**src/rtl/mem_port_arbiter.sv**
```systemverilog
// rtl/mem_port_arbiter.sv - fetch/data arbiter in front of a single-ported main memory
module mem_port_arbiter #(
  parameter int unsigned MAX_DATA_STREAK = 4
) (
  input  logic        clk,
  input  logic        rst,
  input  logic        f_req,
  input  logic [31:0] f_addr,
  output logic        f_done,
  output logic [31:0] f_rdata,
  output logic        f_stall,
  input  logic        d_req,
  input  logic        d_we,
  input  logic [31:0] d_addr,
  input  logic [31:0] d_wdata,
  output logic        d_done,
  output logic [31:0] d_rdata,
  output logic        d_stall,
  output logic        mem_req,
  output logic        mem_we,
  output logic [31:0] mem_addr,
  output logic [31:0] mem_wdata,
  input  logic [31:0] mem_rdata,
  input  logic        mem_ready
);

  typedef enum logic [1:0] {IDLE, BUSY, RESP} state_t;

  localparam logic [3:0] STREAK_MAX = 4'(MAX_DATA_STREAK);

  state_t     state, state_nxt;
  logic       owner_data;
  logic [3:0] streak;
  logic       grant_any;
  logic       grant_data;

  // Data normally wins; a fetch that has waited out the full streak goes first.
  assign grant_any  = f_req || d_req;
  assign grant_data = d_req && !(f_req && (streak == STREAK_MAX));

  always_ff @(posedge clk or negedge rst) begin
    if (!rst) state <= IDLE;
    else      state <= state_nxt;
  end

  always_comb begin
    state_nxt = state;
    case (state)
      IDLE:    if (grant_any) state_nxt = BUSY;
      BUSY:    if (mem_ready) state_nxt = RESP;
      RESP:    state_nxt = IDLE;
      default: state_nxt = IDLE;
    endcase
  end

  always_ff @(posedge clk or negedge rst) begin
    if (!rst) begin
      owner_data <= 1'b0;
      streak     <= 4'd0;
      mem_we     <= 1'b0;
      mem_addr   <= 32'd0;
      mem_wdata  <= 32'd0;
      f_rdata    <= 32'd0;
      d_rdata    <= 32'd0;
    end else begin
      if (state == IDLE && grant_any) begin
        owner_data <= grant_data;
        mem_addr   <= grant_data ? d_addr : f_addr;
        mem_we     <= grant_data && d_we;
        mem_wdata  <= grant_data ? d_wdata : 32'd0;
        if (!grant_data)
          streak <= 4'd0;
        else if (f_req && streak < STREAK_MAX)
          streak <= streak + 4'd1;
      end
      if (state == BUSY && mem_ready) begin
        if (!owner_data)
          f_rdata <= mem_rdata;
        else if (!mem_we)
          d_rdata <= mem_rdata;
      end
    end
  end

  assign mem_req = (state == BUSY);
  assign f_done  = (state == RESP) && !owner_data;
  assign d_done  = (state == RESP) && owner_data;
  assign f_stall = f_req && !f_done;
  assign d_stall = d_req && !d_done;

endmodule

```
**config.mk**
```make
export PLATFORM = sky130hd
export DESIGN_NAME = mem_port_arbiter
export DESIGN_NICKNAME = d
export VERILOG_FILES = /design/src/rtl/mem_port_arbiter.sv
export SDC_FILE = /design/constraint.sdc
export NUM_CORES = 1
export LEC_CHECK = 0
export CAP_MARGIN = 20
export CORE_ASPECT_RATIO = 1.25
export CORE_UTILIZATION = 40
export CTS_BUF_LIST = sky130_fd_sc_hd__clkbuf_16
export CTS_CLUSTER_SIZE = 25
export DETAILED_ROUTE_END_ITERATION = 12
export GPL_TIMING_DRIVEN = 0
export PLACE_DENSITY = 0.75
export SETUP_SLACK_MARGIN = 0.05
export SKIP_LAST_GASP = 1
export SLEW_MARGIN = 20
export SYNTH_ARGS = -nofsm -noshare
export SYNTH_HDL_FRONTEND = slang
export SYNTH_SLANG_ARGS = --single-unit
```
**constraint.sdc**
```tcl
create_clock -name clk -period 1.75 [get_ports clk]
set_input_delay 0.2625 -clock clk [delete_from_list [all_inputs] [get_ports clk]]
set_output_delay 0.2625 -clock clk [all_outputs]
set_load 0.05 [all_outputs]
```
; Yosys cells after proc, flatten, opt, wreduce, memory -nomap -nowiden
; Index checks and enable logic that the tools add are counted.
[word_totals]
ff_bits = 136
inputBits = 134
wordCells = 45
[classes]
addsub = 1
order_cmp = 1
n_eq_ne = 6
mux = 7
n_bitwise = 2
reduce_logical = 20
[op_table]
columns = op, count
row1 = $mux 32, 2
row2 = $logic_and 1x1->1, 10
row3 = $mux 4, 2
row4 = $reduce_and 2->1, 3
row5 = $add 4x1->4 const B, 1
row6 = $eq 4x3->1 const B, 1
row7 = $logic_not 1->1, 4
row8 = $lt 4x3->1 const B, 1
row9 = $mux 2, 2
row10 = $ne 2x1->1 const B, 2
row11 = $pmux 2 s2, 1
row12 = $reduce_and 3->1, 1
row13 = $eq 2x1->1 const B, 1
row14 = $eq 2x2->1 const B, 1
row15 = $logic_not 2->1, 1
row16 = $ne 2x2->1 const B, 1
row17 = $not 1->1, 2
row18 = $logic_or 1x1->1, 1

; Longest topological paths before layout
[logic_depth]
depth_word = 6
depth_mapped = 8
depth_no_buf = 6

; Least setup slack after synthesis
; No wires, ideal clock.
[synth_path]
path_type = reg-to-output
startpoint = reg owner_data
endpoint = out f_stall
arrival_ns = 2.185
required_time_ns = 1.487
slack_ns = -0.698
path_stages_with_launch = 3
path_buffers = 0
cell_sequence = dfrtp_1 -> nor3b_1 -> nor2b_1
[synth_between]
elab_chain_cells = 4
[synth_lines]
columns = element, line_no
row1 = from (decl), 32  ; logic owner_data;
row2 = from (signal assigned), 67  ; owner_data <= grant_data;
row3 = $logic_not 1->1, 86  ; assign f_done = (state == RESP) && !owner_data;
row4 = $logic_and 1x1->1, 86
row5 = named net f_done, 9  ; output logic f_done,
row6 = $logic_not 1->1, 88  ; assign f_stall = f_req && !f_done;
row7 = $logic_and 1x1->1, 88
row8 = to (decl), 11  ; output logic f_stall,
; The timed path passes the listed nets, and every way through them passes these cells.

; Final worst setup path
[layout_path]
startpoint = reg owner_data
endpoint = out d_stall
[layout_between]
elab_chain_cells = 3
[layout_lines]
columns = element, line_no
row1 = $logic_and 1x1->1, 87  ; assign d_done = (state == RESP) && owner_data;
row2 = $logic_not 1->1, 89  ; assign d_stall = d_req && !d_done;
row3 = $logic_and 1x1->1, 89
row4 = to (decl), 18  ; output logic d_stall,
; Every way passes these cells.

==> results.yml <==
worst_hold_path:
  min-delay-path-class: "in -> reg"
die:
  dieArea_um2: 14200
  die_y_um: 133
  rows: 47
  pin_count: 268
  coreArea_um2: 13300
  die_w_um: 107
  start_util_pct: 41.2
sta:
  fin_ws_ns: 0.00810
  slew_headroom_pct: 62.5
  fin_crit_sh_pct: 99.5
  fin_crit_ns: 1.74
  clock_skew_ns: 0.0115
  finalSetupViolCount: 0
  worst_slew_pin_slew_ns: 0.564
  hold_viol: 0
  max_freq_mhz: 574
  report.final.slew_viol_count: 0
  rsz0062_at_grt: "true"
route:
  drc: 0
  num_vias: 4830
  ant_nets: 0
  first_iter_violations: 164
  via_per_inst: 4.99
  finalWirelength_mm: 16.4
  avgRoutedWirePerCell_um: 16.9
  first_pass_iters: 4
cells_and_area:
  final_common_cell: "dfrtp_1"
  final_cell_mix: "136 x dfrtp_1, 131 x clkdlybuf4s50_1, 129 x dlygate4sd2_1"
  area_growth_pct: 62.3
  drive_gt1_share_pct: 17.3
  antenna_cells: 0
  finish.utilization_pct: 66.8
  layout.nets: 920
  final_cell_area_um2: 8920
setup_path:
  crit_required_ns: 1.49
  critPathMaxFanout: 5
  critPathKind: "reg -> out"
  crit_slowest_cell: "dfrtp_1"
  end_kind: "output port"
  critPathLaunchType: "flop"
  cp_data_arrival_time_ns: 1.48
  slowest_delay_ns: 0.45
  critical_path.cell_chain: "and3b_1, nor2b_2, buf_2"
global_routing:
  grt_max_degree: 77
  antenna_found_initial: 0
  grt_pass1_wl_mm: 25.8
  grt_pass1_vias: 5098
  grt_usage_pct: 23.7
  grt_overflow: 0
synth:
  yosysUniqueCellTypes: 30
  syn_area_per_cell_um2: 11.1
  yosysTopAreaCell: "dfrtp_1"
  syn-cell-area_um2: 5490
  netlist_instances: 493
  syn_nets: 629
  ys_top_cells_by_area: "dfrtp_1 62%, mux2_2 11%, nand2_1 6.8%"
  synth-seq-cells: 136
  yosysWarnings: 0
  ys_seq_area_share_pct: 61.9
  yosysTopAreaCellShare_pct: 61.9
pwr:
  ir_drop_uv: 1230
  leakagePower_nw: 4.23
  power_density_nw_per_um2: 2210
cts:
  cts-root-buf: "clkbuf_16"
  cts_buffers: 17
  clock_sinks: 136
  tritoncts: "built"
  clk_pin_slew_ns: 0.06
  worst_skew_pair.late_latency_ns: 0.41
  clk_path_buf_depth: 2
  htreeDepth: 4
placement:
  pre_cts_ws_ns: -0.352
  port_buffers: 266
  dpl_cell_area_um2: 8410
  gp_congestion: 0.800
  dp_hpwl_mm: 12.3
flow_run:
  maxCapViolCount: 0
outcome:
  status: "complete, no violations"
==> critical path: cells and delay by family (launching register included) <==
family	cells	cell delay [ns]
buffers and inverters	1	0.26
flip-flops	1	0.45
AND/OR/NAND/NOR	2	0.37
==> registers in the layout, summed over array words and instances (netlist names) <==
register and count:
f_rdata 32, state 2, streak 4, mem_we 1, owner_data 1, mem_wdata 32
d_rdata 32, mem_addr 32
==> worst paths after layout <==
check	depth (start not counted)	to	slack (ns)	start
min in group asynchronous	2	d_rdata[18]	0.39	rst
min reg2reg	2	mem_wdata[1]	0.46	mem_wdata[1]
max	3	d_stall	0.008	owner_data
max in group asynchronous	3	streak[3]	0.63	rst
min	2	streak[3]	0.36	d_req
max reg2reg	7	d_rdata[4]	0.02	state[1]
==> through the flow <==
stage | power, mW | hold WS [ns] | std cells | setup TNS [ns]
floorplan | 13.2 | -0.0331 | 493 | -0.0490
global placement | 17.2 | 0.451 | 930 | -685.31
detailed placement | 17.5 | 0.230 | 931 | -22.04
CTS | 19.8 | 0.307 | 968 | -0.112
global route | 20.7 | 0.373 | 968 | -2.28
finish | 19.7 | 0.362 | 968 | 0
==> power by group <==
group          internal, mW  switching, mW  total [mW]
clock                  1.95           1.38        3.34
combinational          3.10           7.82        10.9
sequential             4.69          0.801        5.49
==> routing by layer <==
metal	vias to the layer above	GRT usage [%]	wire length, um
met5	-	0	0
met4	0	9.36	472
li1	2244	-	-
met1	2317	25.9	6120
met2	234	42.5	8550
met3	35	7.00	1220
==> synth_stat cells <==
cell type,instances
mux2_2,56
nand2b_1,2
nor2_2,1
nor2_1,34
a21bo_2,1
dfrtp_1,136
and3b_1,1
buf_6,3
o21ai_1,1
nor3b_4,1
nor2b_1,3
inv_2,1
a21oi_1,66
a31oi_1,2
inv_1,3
clkbuf_1,15
nor3b_1,1
buf_2,11
and4b_1,1
o21ai_0,2
nand3_1,33
mux2_1,8
a21o_1,1
nand2_1,100
nand4b_1,1
nand2_2,1
ha_1,2
and2_1,1
o21a_1,2
buf_4,3
==> timing repair <==
item,4_1_cts,5_1_grt
hold buffers,1,0
hold endpoints to repair,60,0
pin swaps,1,0
setup endpoints to repair,237,129
gates cloned,1,0
setup buffers,3,0
gates resized for setup,167,30
==> cell type report <==
cell class	instances	area, um^2
plain buffers	32	221
clock buffers	17	425
clock inverters	15	129
fillers	1104	4430
inverters	4	17.5
multi-input cells	321	1950
flip-flops and latches	136	3400
well taps	171	214
repair buffers	272	2560
==> cell families (layout without fill, tap and decap cells) <==
group           count (synthesis)  in the layout  share of synthesized area [%]
flops                         136            136                           61.9
buf+inv                        36            340                           3.32
compound gates                 75             75                           7.11
mux                            64             64                           13.1
fa+ha+maj                       2              2                          0.455
simple gates                  180            180                           14.1
(Power assumes the default switching activity.)
